`config.mk`:
```
export PLATFORM = sky130hd
export DESIGN_NAME = mux_rr_scheduler_flat
export DESIGN_NICKNAME = d
export VERILOG_FILES = /design/src/rtl/mux_sched_pkg.sv /design/src/rtl/mux_rr_scheduler_if.sv /design/src/rtl/rr_pick8.sv /design/src/rtl/mux_rr_scheduler.sv /design/src/flat_wrapper.sv
export SDC_FILE = /design/constraint.sdc
export NUM_CORES = 1
export LEC_CHECK = 0
export BUFFER_PORTS_ARGS = -buffer_cell sky130_fd_sc_hd__buf_4
export CORE_AREA = 2 2 70 72
export CTS_BUF_LIST = sky130_fd_sc_hd__clkbuf_8
export DETAILED_ROUTE_END_ITERATION = 8
export DIE_AREA = 0 0 72 74
export HOLD_SLACK_MARGIN = 0.15
export PLACE_DENSITY_LB_ADDON = 0.25
export SETUP_SLACK_MARGIN = 0.3
export SKIP_CTS_REPAIR_TIMING = 1
export SYNTH_ARGS = -nofsm -noshare
export SYNTH_HDL_FRONTEND = slang
export SYNTH_SLANG_ARGS = --single-unit
export TNS_END_PERCENT = 50
```
`constraint.sdc`:
```
create_clock -name clk -period 3.2 [get_ports clk]
set_input_delay 0.32 -clock clk [delete_from_list [all_inputs] [get_ports clk]]
set_output_delay 0.32 -clock clk [all_outputs]
set_load 0.1 [all_outputs]
```
`src/rtl/mux_sched_pkg.sv`:
```
// Shared types and constants for the round-robin 8:1 channel scheduler.
// Holds the FSM state encoding, the requester count and a one-hot helper.
package mux_sched_pkg;

  localparam int NREQ = 8;
  localparam int IDXW = $clog2(NREQ);

  typedef logic [IDXW-1:0] idx_t;
  typedef logic [NREQ-1:0] vec_t;

  typedef enum logic {
    ST_IDLE  = 1'b0,
    ST_GRANT = 1'b1
  } state_t;

  function automatic vec_t onehot(idx_t idx);
    vec_t v = '0;
    v[idx] = 1'b1;
    return v;
  endfunction

endpackage

```
`src/rtl/mux_rr_scheduler_if.sv`:
```
// Request/grant/data bundle between the requesters and the scheduler.
// The master side drives requests and payloads; the slave side is the scheduler.
interface mux_rr_scheduler_if;
  import mux_sched_pkg::*;

  vec_t req;
  vec_t data;
  vec_t gnt;
  idx_t sel;
  logic busy;
  logic y;

  modport master (output req, data, input gnt, sel, busy, y);
  modport slave  (input req, data, output gnt, sel, busy, y);

endinterface

```
`src/rtl/rr_pick8.sv`:
```
// Combinational round-robin picker: first set request after i_last_idx,
// searching upward and wrapping, so i_last_idx itself has lowest priority.
module rr_pick8
  import mux_sched_pkg::*;
(
  input  vec_t i_req,
  input  idx_t i_last_idx,
  output logic o_found,
  output idx_t o_idx
);

  // NOTE: every output of a combinational block gets a default before any
  // conditional assignment, otherwise the tool infers a latch to hold it.
  always_comb begin
    o_found = 1'b0;
    o_idx   = '0;
    for (int i = 1; i <= NREQ; i++) begin
      if (!o_found && i_req[idx_t'(int'(i_last_idx) + i)]) begin
        o_found = 1'b1;
        o_idx   = idx_t'(int'(i_last_idx) + i);
      end
    end
  end

endmodule

```
`src/rtl/mux_rr_scheduler.sv`:
```
// Round-robin burst scheduler for a shared 8:1 one-bit channel.
// An owner keeps the channel up to BURST_LEN cycles or until it drops req.
module mux_rr_scheduler
  import mux_sched_pkg::*;
#(
  parameter int BURST_LEN = 4
) (
  input logic               clk,
  input logic               rst,
  mux_rr_scheduler_if.slave bus
);

  localparam int              CNTW     = 4;
  localparam logic [CNTW-1:0] CNT_LAST = CNTW'(BURST_LEN - 1);

  state_t          r_state, w_state_nxt;
  idx_t            r_sel, w_sel_nxt;
  idx_t            r_last, w_last_nxt;
  logic [CNTW-1:0] r_cnt, w_cnt_nxt;
  vec_t            r_gnt;
  logic            r_busy;
  logic            w_found;
  idx_t            w_pick;
  logic            w_burst_end;

  rr_pick8 u_pick (
    .i_req      (bus.req),
    .i_last_idx (r_last),
    .o_found    (w_found),
    .o_idx      (w_pick)
  );

  // The owner's own req is low on an early release, so the picker skips it
  // naturally; on a full burst it may win again when it is the sole requester.
  assign w_burst_end = (r_cnt == CNT_LAST) || !bus.req[r_sel];

  always_comb begin
    w_state_nxt = r_state;
    w_sel_nxt   = r_sel;
    w_last_nxt  = r_last;
    w_cnt_nxt   = r_cnt;
    case (r_state)
      ST_IDLE: begin
        if (w_found) begin
          w_state_nxt = ST_GRANT;
          w_sel_nxt   = w_pick;
          w_last_nxt  = w_pick;
          w_cnt_nxt   = '0;
        end
      end
      ST_GRANT: begin
        if (!w_burst_end) begin
          w_cnt_nxt = r_cnt + 4'd1;
        end else if (w_found) begin
          w_sel_nxt  = w_pick;
          w_last_nxt = w_pick;
          w_cnt_nxt  = '0;
        end else begin
          w_state_nxt = ST_IDLE;
          w_cnt_nxt   = '0;
        end
      end
      default: w_state_nxt = ST_IDLE;
    endcase
  end

  // NOTE: sequential state uses non-blocking assignments so every register
  // samples pre-edge values, independent of statement order.
  always_ff @(posedge clk) begin
    if (rst) begin
      r_state <= ST_IDLE;
      r_gnt   <= '0;
      r_sel   <= '0;
      r_busy  <= 1'b0;
      r_cnt   <= '0;
      r_last  <= idx_t'(NREQ - 1);
    end else begin
      r_state <= w_state_nxt;
      r_sel   <= w_sel_nxt;
      r_last  <= w_last_nxt;
      r_cnt   <= w_cnt_nxt;
      r_busy  <= (w_state_nxt == ST_GRANT);
      r_gnt   <= (w_state_nxt == ST_GRANT) ? onehot(w_sel_nxt) : '0;
    end
  end

  assign bus.gnt  = r_gnt;
  assign bus.sel  = r_sel;
  assign bus.busy = r_busy;
  assign bus.y    = r_busy & bus.data[r_sel];

endmodule
```
`src/flat_wrapper.sv`:
```
// flat-port wrapper written by rule: the top's interface ports become plain ports
module mux_rr_scheduler_flat import mux_sched_pkg::*;
#(
  parameter int BURST_LEN = 4
)
  (clk, rst, bus_req, bus_data, bus_gnt, bus_sel, bus_busy, bus_y);
  mux_rr_scheduler_if bus_i ();
  input logic clk;
  input logic rst;
  input wire logic [$bits(bus_i.req)-1:0] bus_req;
  input wire logic [$bits(bus_i.data)-1:0] bus_data;
  output wire logic [$bits(bus_i.gnt)-1:0] bus_gnt;
  output wire logic [$bits(bus_i.sel)-1:0] bus_sel;
  output wire logic [$bits(bus_i.busy)-1:0] bus_busy;
  output wire logic [$bits(bus_i.y)-1:0] bus_y;
  assign bus_i.req = bus_req;
  assign bus_i.data = bus_data;
  assign bus_gnt = bus_i.gnt;
  assign bus_sel = bus_i.sel;
  assign bus_busy = bus_i.busy;
  assign bus_y = bus_i.y;
  mux_rr_scheduler #(.BURST_LEN(BURST_LEN)) u_core (.clk(clk), .rst(rst), .bus(bus_i));
endmodule
```
==> reports/metrics.cfg, run 1 <==
[run_status]
outcome = complete, no violations

[clock_tree]
root_buffer = clkbuf_8
clk_latency_ns = 0.26
h-tree-depth = 1
cts_sinks = 19
numCtsBuffers = 3
clock_tree.buffer_depth = 2
clk_pin_slew_ns = 0.08
cts_tree = done

[floorplan]
num_rows = 25
io_pins = 31
die_y_um = 74
coreArea_um2 = 4600
die_w_um = 72
start_util_pct = 50.2
dieArea_um2 = 5330

[synth]
seq_area_frac_synth_pct = 16.5
synth_top_family_by_area = multiplexers
synthDistinctLibCells = 69
synth_cells = 238
yosysWarnings = 0
synth_compound_area_share_pct = 21.1
synth_xor_xnor_area_share_pct = 2.33
synth.avg_cell_area_um2 = 9.69
yosys.area_share.simple_pct = 20.1
synth-adder-area-share_pct = 1.63
synth.cell_area_um2 = 2310
muxShareOfSynthArea_pct = 31.8
synthArstFlopShare_pct = 0
synth_nets = 259
synth_ff_type = dfxtp_1
synth-seq-cells = 19
synth_edf_count = 0

[sta]
finalCritPeriodShare_pct = 94.6
fin_skew_ns = 0.00722
min_period_ns = 3.03
tightest_slew_ns = 0.365
hold_viol = 0
finalSetupViolCount = 0
tns_ns = 0
rsz0062_at_grt = yes
fmax_mhz = 330
relSlewSlack_pct = 75.7
slew_viol_final = 0

[cells_and_area]
syn2layout_area_growth_pct = 24.4
fin_nets = 300
fin_cells = 332
multiInputGateArea_um2 = 1880
seq_area_um2 = 388
fillers = 347
diodes = 0
drive_gt1_share_pct = 45.7

[global_routing]
grt_usage_pct = 23.9
grt_max_degree = 29
grt_antenna_before_repair = 0
grt_overflow_total = 0
grt_pass1_vias = 2028
grt_pass1_wl_um = 10000

[detailed_routing]
ant_nets = 0
first_iter_violations = 208
vias = 2153
avgRoutedWirePerCell_um = 19.9
routed_wl_um = 6620
drt_first_pass_iters = 5
drc_errors = 0
vias_per_cell = 6.48

[setup_path]
end_kind = flop
arrival_ns = 3.23
cp_top_family = multiplexers
cp_cell_sequence = inv_6, ha_4, buf_6, buf_12, mux2i_4, mux4_2, a21oi_2, o21a_1, a221oi_2, buf_4, a22oi_4, nor4b_4, nor2b_4
start_kind = flop
critPathKind = flop to flop
crit_fanout = 6
path_buf_inv = 4
worstPathRequired_ns = 3.40
crit_path_top_delay_cell = mux4_2
cpPeakStageDelay_ns = 0.55

[flow_run]
max_cap_violations = 0

[place]
dpl.cell_count = 310
port_buffers = 30
dp_hpwl_um = 4380
globalplace.congestion = 0.934

[hold_path]
hold_path_class = input pin to flop

## placed cells by master, fill, tap and decap left out, types with 3 or more instances in the layout
master	count
nand2b_1	4
dfxtp_1	15
nor2_1	20
nand3_1	7
nor2b_1	8
mux2_2	10
o221ai_1	3
o211ai_1	3
a22oi_1	3
buf_4	51
buf_6	4
mux2i_1	18
mux4_2	13
mux2_4	7
nand2_1	13
o21ai_4	4
clkbuf_8	3
and2_1	5
dfxtp_2	3
a211o_1	3
nor3_1	3
a21oi_1	8
## cells in the mapped netlist (all sizes together) (2+ instances only)
library cell / number / share of area (%)
a22o: 2 / 0.76
nor4: 2 / 0.81
ha: 3 / 1.6
o211a: 2 / 0.87
dfxtp: 19 / 16
a211oi: 2 / 0.87
buf: 14 / 4.6
nand2b: 4 / 1.1
a22oi: 6 / 2.8
nor2b: 11 / 3.3
a21oi: 9 / 2.0
xnor2: 2 / 0.76
nand3: 7 / 1.5
o21ai: 6 / 2.8
mux4: 15 / 15
o21a: 2 / 0.65
mux2: 17 / 8.6
o211ai: 3 / 0.98
a31oi: 2 / 0.54
inv: 4 / 0.65
nor2: 22 / 3.8
nand2: 15 / 2.9
clkbuf: 8 / 1.3
a211o: 3 / 1.1
nor4b: 2 / 1.7
nor3: 3 / 0.65
xor2: 2 / 1.6
mux2i: 19 / 8.2
and3: 2 / 0.54
nand4: 2 / 0.54
or4: 2 / 0.81
and2: 6 / 1.6
o221ai: 3 / 1.1
o22ai: 3 / 1.7
## metrics by stage
step                      instance area, um2  hold WS (ns)  setup WS (ns)  utilization, %
after floorplan                         2360         0.458          0.128               -
after global placement                  2580         0.474          0.239            56.1
after detailed placement                2580         0.489          0.192            56.1
after CTS                               2630         0.316          0.180            57.1
after global routing                    2870         0.306         0.0692            62.4
final                                   2870         0.314          0.174            62.4
## worst paths after layout
path / from / end / slack, ns / cells past startpoint
worst max register to register: u_core.r_last[1]$_SDFFE_PP1P_ / u_core.bus.gnt[0]$_SDFF_PP0_ / 0.17 / 13
worst min register to register: u_core.r_cnt[3]$_SDFFE_PP0P_ / u_core.r_cnt[3]$_SDFFE_PP0P_ / 0.50 / 2
worst min-delay path: rst / u_core.bus.sel[0]$_SDFF_PP0_ / 0.31 / 2
worst max-delay path: u_core.r_last[1]$_SDFFE_PP1P_ / u_core.bus.gnt[0]$_SDFF_PP0_ / 0.17 / 13
## final cells by class
type	instances	share of cell area (%)
multi-input cells	194	65.4
flip-flops and latches	19	13.5
repair buffers	57	16.3
inverters	4	0.697
clock inverters	1	0.262
clock buffers	3	1.44
well taps	54	2.35
## layer usage
metal	vias to the layer above	GRT usage, %	part of all wire [%]
li1	988	-	-
met2	117	37.0	48
met4	0	5.24	1.3
met5	-	0	0
met3	14	5.83	7.6
met1	1034	34.1	43
## sequential cells by signal, indices dropped and copies added, names as in the netlist
name / flops
u_core.r_cnt: 4
u_core.bus.gnt: 8
u_core.bus.sel: 3
u_core.r_state: 1
u_core.r_last: 3
## cell families after synthesis
logic type,after synthesis
xor gates and xnor gates,4
muxes,51
DFF,19
adders and majority gates,3
and+or+nand+nor,81
AOI/OAI and AO/OA,54
buffers and inverters,26
Power of run 1 is left out: the tool's default activity adds up to more than one toggle a clock period on the data nets, which glitch-free logic cannot reach.
==> run 2, diff against run 1 <==
--- a/config.mk
+++ b/config.mk
@@ -12,7 +12,6 @@
 export DIE_AREA = 0 0 72 74
 export HOLD_SLACK_MARGIN = 0.15
 export PLACE_DENSITY_LB_ADDON = 0.25
-export SETUP_SLACK_MARGIN = 0.3
 export SKIP_CTS_REPAIR_TIMING = 1
 export SYNTH_ARGS = -nofsm -noshare
 export SYNTH_HDL_FRONTEND = slang
==> run 2 against run 1 <==
Compared with the run above: routed wire length decreased by 8.6%; highest routed layer unchanged; sequential share of layout area increased by 1.0 points; cell count decreased by 4.5%; critical path depth decreased by 3; register-to-register slack about the same; critical path type unchanged; clock skew decreased by 0.0048 ns.
==> reports/metrics.cfg, run 2 (synthesis gave the netlist of run 1 again) <==
[run_status]
outcome = complete, no violations

[cells_and_area]
diodes = 0
fillers = 412
fin_nets = 285
final_cell_mix = buf_4 (43), nor2_1 (20), dfxtp_1 (19)
drive_gt1_share_pct = 38.8
final_common_cell = buf_4
syn2layout_area_growth_pct = 13.6
largest_register_ffs = 8

[floorplan]
io_pins = 31
die_y_um = 74
start_util_pct = 50.2
num_rows = 25
coreArea_um2 = 4600
die_w_um = 72
dieArea_um2 = 5330

[sta]
finalSetupViolCount = 0
relSlewSlack_pct = 60.6
fmax_mhz = 331
rsz0062_at_grt = no
hold_viol = 0
tightest_slew_ns = 0.583
worst_slack_ns = 0.181
fin_skew_ns = 0.00244
finalCritPeriodShare_pct = 94.3
slew_viol_final = 0
min_period_ns = 3.02

[setup_path]
r2r-end = u_core.bus.gnt[7]$_SDFF_PP0_
critPathLaunch = u_core.r_last[1]$_SDFFE_PP1P_
endpoint = u_core.bus.gnt[7]$_SDFF_PP0_
rr_startpoint = u_core.r_last[1]$_SDFFE_PP1P_
end_kind = flop
critPathKind = flop to flop
ff2ff_path_depth = 10
start_kind = flop
crit_fanout = 8
rrSetupSlack_ns = 0.18
arrival_ns = 3.19
worstPathRequired_ns = 3.37

[clock_tree]
clock_tree.buffer_depth = 2
cts_tree = done
numCtsBuffers = 3
cts_sinks = 19
h-tree-depth = 1
clk_pin_slew_ns = 0.07
clk_latency_ns = 0.25
root_buffer = clkbuf_8

[detailed_routing]
vias = 2050
met2_wirelength_um = 2870
routed_wl_um = 6050
avgRoutedWirePerCell_um = 19.1
ant_nets = 0
vias_per_cell = 6.47
dr.max_layer_used = met4
met3_length_um = 435
first_iter_violations = 104
drt_first_pass_iters = 5
drc_errors = 0
wl_met1_um = 2680

[global_routing]
grt_max_degree = 29
grt_pass1_vias = 2001
grt_antenna_before_repair = 0
grt_usage_pct = 24.4
grt_pass1_wl_um = 10100
grt_overflow_total = 0

[place]
dp_slack_ns = 0.141
port_buffers = 30
globalplace.congestion = 0.927
dp_hpwl_um = 4520

[flow_run]
max_cap_violations = 0

[hold_path]
hold_path_class = input pin to flop

==> run 2: changes by cell type in the layout (fill, tap and decap cells not counted), moves of 2 or more <==
cell / delta
mux2_2: +4
buf_6: -4
buf_12: -2
buf_4: -8
inv_1: +2
mux2_4: -5
dfxtp_1: +4
dfxtp_2: -3
mux2i_2: +2
==> run 2: per-layer routing <==
layer | vias to the layer above | track usage (%)
met4 | 0 | 5.66
met2 | 83 | 39.3
li1 | 959 | -
met5 | - | 0
met3 | 8 | 3.93
met1 | 1000 | 34.9
==> run 2: worst min-delay path by stage <==
stage                            startpoint                      endpoint  slack (ns)  depth (start not counted)
3_3_place_gp   u_core.r_cnt[3]$_SDFFE_PP0P_  u_core.r_cnt[3]$_SDFFE_PP0P_        0.47                          2
4_1_cts                                 rst  u_core.r_cnt[2]$_SDFFE_PP0P_        0.32                          2
2_1_floorplan  u_core.r_cnt[3]$_SDFFE_PP0P_  u_core.r_cnt[3]$_SDFFE_PP0P_        0.46                          2
5_1_grt                                 rst  u_core.r_cnt[2]$_SDFFE_PP0P_        0.32                          2
3_5_place_dp   u_core.r_cnt[3]$_SDFFE_PP0P_  u_core.r_cnt[3]$_SDFFE_PP0P_        0.49                          2
6_report                                rst  u_core.r_cnt[2]$_SDFFE_PP0P_        0.32                          2
==> run 2: metrics by stage <==
stage          utilization (%)  cell area, um2  hold WS (ns)  setup TNS, ns  instances
2_1_floorplan                -            2310         0.458       -0.00190        238
3_3_place_gp              55.8            2560         0.473              0        313
3_5_place_dp              55.8            2560         0.486              0        313
4_1_cts                   56.8            2610         0.319              0        317
5_1_grt                   57.0            2620         0.320              0        317
6_report                  57.0            2620         0.319              0        317
==> run 2: cell type report <==
type                            count  area, um2  area share (%)
Inverter                            4       15.0           0.573
Clock inverter                      1       3.75           0.143
Timing Repair Buffer               43        323            12.3
Sequential cell                    19        380            14.5
Clock buffer                        3       41.3            1.58
Tap cell                           54       67.6            2.58
Multi-Input combinational cell    193       1790            68.3
==> run 2: worst max-delay path, stage by stage, from the launching register on <==
cell     delay [ns]
dfxtp_1        0.33
inv_1          0.06
ha_2           0.43
mux2_1         0.39
mux4_2         0.51
o22ai_4        0.22
nand4_1        0.20
nand2_2        0.20
and2_1         0.26
nor2_2         0.09
nor4b_4        0.24
Power of run 2 is left out for the same reason.
==> run 3, diff against run 2 <==
--- a/config.mk
+++ b/config.mk
@@ -11,7 +11,7 @@
 export DETAILED_ROUTE_END_ITERATION = 8
 export DIE_AREA = 0 0 72 74
 export HOLD_SLACK_MARGIN = 0.15
-export PLACE_DENSITY_LB_ADDON = 0.25
+export PLACE_DENSITY = 0.74
 export SKIP_CTS_REPAIR_TIMING = 1
 export SYNTH_ARGS = -nofsm -noshare
 export SYNTH_HDL_FRONTEND = slang
==> run 3 against run 2 <==
Compared with the run above: worst setup slack got worse by 0.016 ns; critical path depth did not move; clock-buffer cell count did not move; global-route usage fell by 1.0 points; worst hold slack improved by 0.0017 ns; cell count did not move; core utilization rose by 0.19 points; register-to-register slack got worse by 0.02 ns; sequential cell count did not move; design area rose by 0.33%.
==> reports/metrics.cfg, run 3 (synthesis gave the netlist of run 1 again) <==
[setup_path]
rrSetupSlack_ns = 0.16
cp_top_family = simple AND/OR/NAND/NOR gates
critPathKind = flop to flop
ff2ff_path_depth = 10
crit_cells = 10
cp_cell_sequence = inv_2, ha_1, mux2_1, mux4_2, o22ai_4, nand4_1, nand2_2, and2_1, nor2_2, nor4b_4
r2r-end = u_core.bus.gnt[7]$_SDFF_PP0_
end_kind = flop
rr_startpoint = u_core.r_last[0]$_SDFFE_PP1P_
cpPeakStageDelay_ns = 0.50
start_kind = flop
crit_path_top_delay_cell = mux4_2
worstPathRequired_ns = 3.38
path_buf_inv = 1
arrival_ns = 3.21
crit_fanout = 6

[detailed_routing]
vias = 2015
routed_wl_um = 6030
drc_errors = 0
ant_nets = 0
drt_first_pass_iters = 4
vias_per_cell = 6.36
first_iter_violations = 134
avgRoutedWirePerCell_um = 19.0

[clock_tree]
numCtsBuffers = 3
cts_tree = done
clk_latency_ns = 0.26
clk_pin_slew_ns = 0.07
root_buffer = clkbuf_8
cts_sinks = 19
h-tree-depth = 1
clock_tree.buffer_depth = 2

[floorplan]
coreArea_um2 = 4600
dieArea_um2 = 5330
die_y_um = 74
io_pins = 31
die_w_um = 72
start_util_pct = 50.2
num_rows = 25

[place]
dpl_cell_area_um2 = 2560
dp_hpwl_um = 4430
port_buffers = 30
dpl.cell_count = 312
globalplace.congestion = 0.982

[cells_and_area]
fin_cells = 317
seq_area_um2 = 380
drive_gt1_share_pct = 38.4
largest_register_ffs = 8
final_cell_mix = buf_4 (43), nor2_1 (20), dfxtp_1 (19)
multiInputGateArea_um2 = 1790
syn2layout_area_growth_pct = 13.9
fillers = 405
final_common_cell = buf_4
fin_nets = 285
diodes = 0
design_area_um2 = 2630

[sta]
relSlewSlack_pct = 61.5
finalSetupViolCount = 0
tightest_slew_ns = 0.573
hold_slack_ns = 0.321
fin_skew_ns = 0.00448
min_period_ns = 3.04
tns_ns = 0
fmax_mhz = 329
slew_viol_final = 0
hold_viol = 0
finalCritPeriodShare_pct = 94.8

[global_routing]
grt_overflow_total = 0
grt_max_degree = 29
grt_antenna_before_repair = 0
grt_pass1_wl_um = 9790
grt_usage_pct = 23.4
grt_pass1_vias = 1908

[hold_path]
hold_path_class = input pin to flop
min_from = rst
hold_depth = 2
worstHoldEndpoint = u_core.bus.sel[2]$_SDFF_PP0_

[run_status]
outcome = complete, no violations

[flow_run]
max_cap_violations = 0

run 3: stage by stage:
| step | setup slack (ns) | util [%] |
|---|---|---|
| after CTS | 0.162 | 56.7 |
| after detailed placement | 0.183 | 55.6 |
| after global placement | 0.215 | 55.6 |
| after global routing | -0.00112 | 57.2 |
| final | 0.165 | 57.2 |
| after floorplan | -0.00190 | - |
run 3: routing by layer:
| layer | up-vias | routed length [um] | part of all wire [%] | track usage, % |
|---|---|---|---|---|
| li1 | 961 | - | - | - |
| met1 | 967 | 2630 | 44 | 32.8 |
| met2 | 83 | 2900 | 48 | 38.5 |
| met3 | 4 | 451 | 7.5 | 3.52 |
| met4 | 0 | 42 | 0.70 | 5.66 |
| met5 | - | 0 | 0 | 0 |
run 3: area by class of cell:
cell class	count	share of cell area, %
sequential	19	14.5
inverter	4	0.571
clock buffer	3	1.57
clock inverter	1	0.286
timing repair buffer	43	12.3
tap	54	2.57
multi-input combinational	193	68.3
run 3: worst max path at each step:
stage	start	end	slack [ns]
3_5_place_dp	u_core.r_last[0]$_SDFFE_PP1P_	u_core.bus.gnt[7]$_SDFF_PP0_	0.18
3_3_place_gp	u_core.r_last[0]$_SDFFE_PP1P_	u_core.bus.gnt[7]$_SDFF_PP0_	0.22
5_1_grt	u_core.r_last[0]$_SDFFE_PP1P_	u_core.bus.gnt[1]$_SDFF_PP0_	-0.001
6_report	u_core.r_last[0]$_SDFFE_PP1P_	u_core.bus.gnt[7]$_SDFF_PP0_	0.16
2_1_floorplan	u_core.r_last[1]$_SDFFE_PP1P_	u_core.bus.gnt[7]$_SDFF_PP0_	-0.002
4_1_cts	u_core.r_last[0]$_SDFFE_PP1P_	u_core.bus.gnt[7]$_SDFF_PP0_	0.16
Power of run 3 is left out for the same reason.
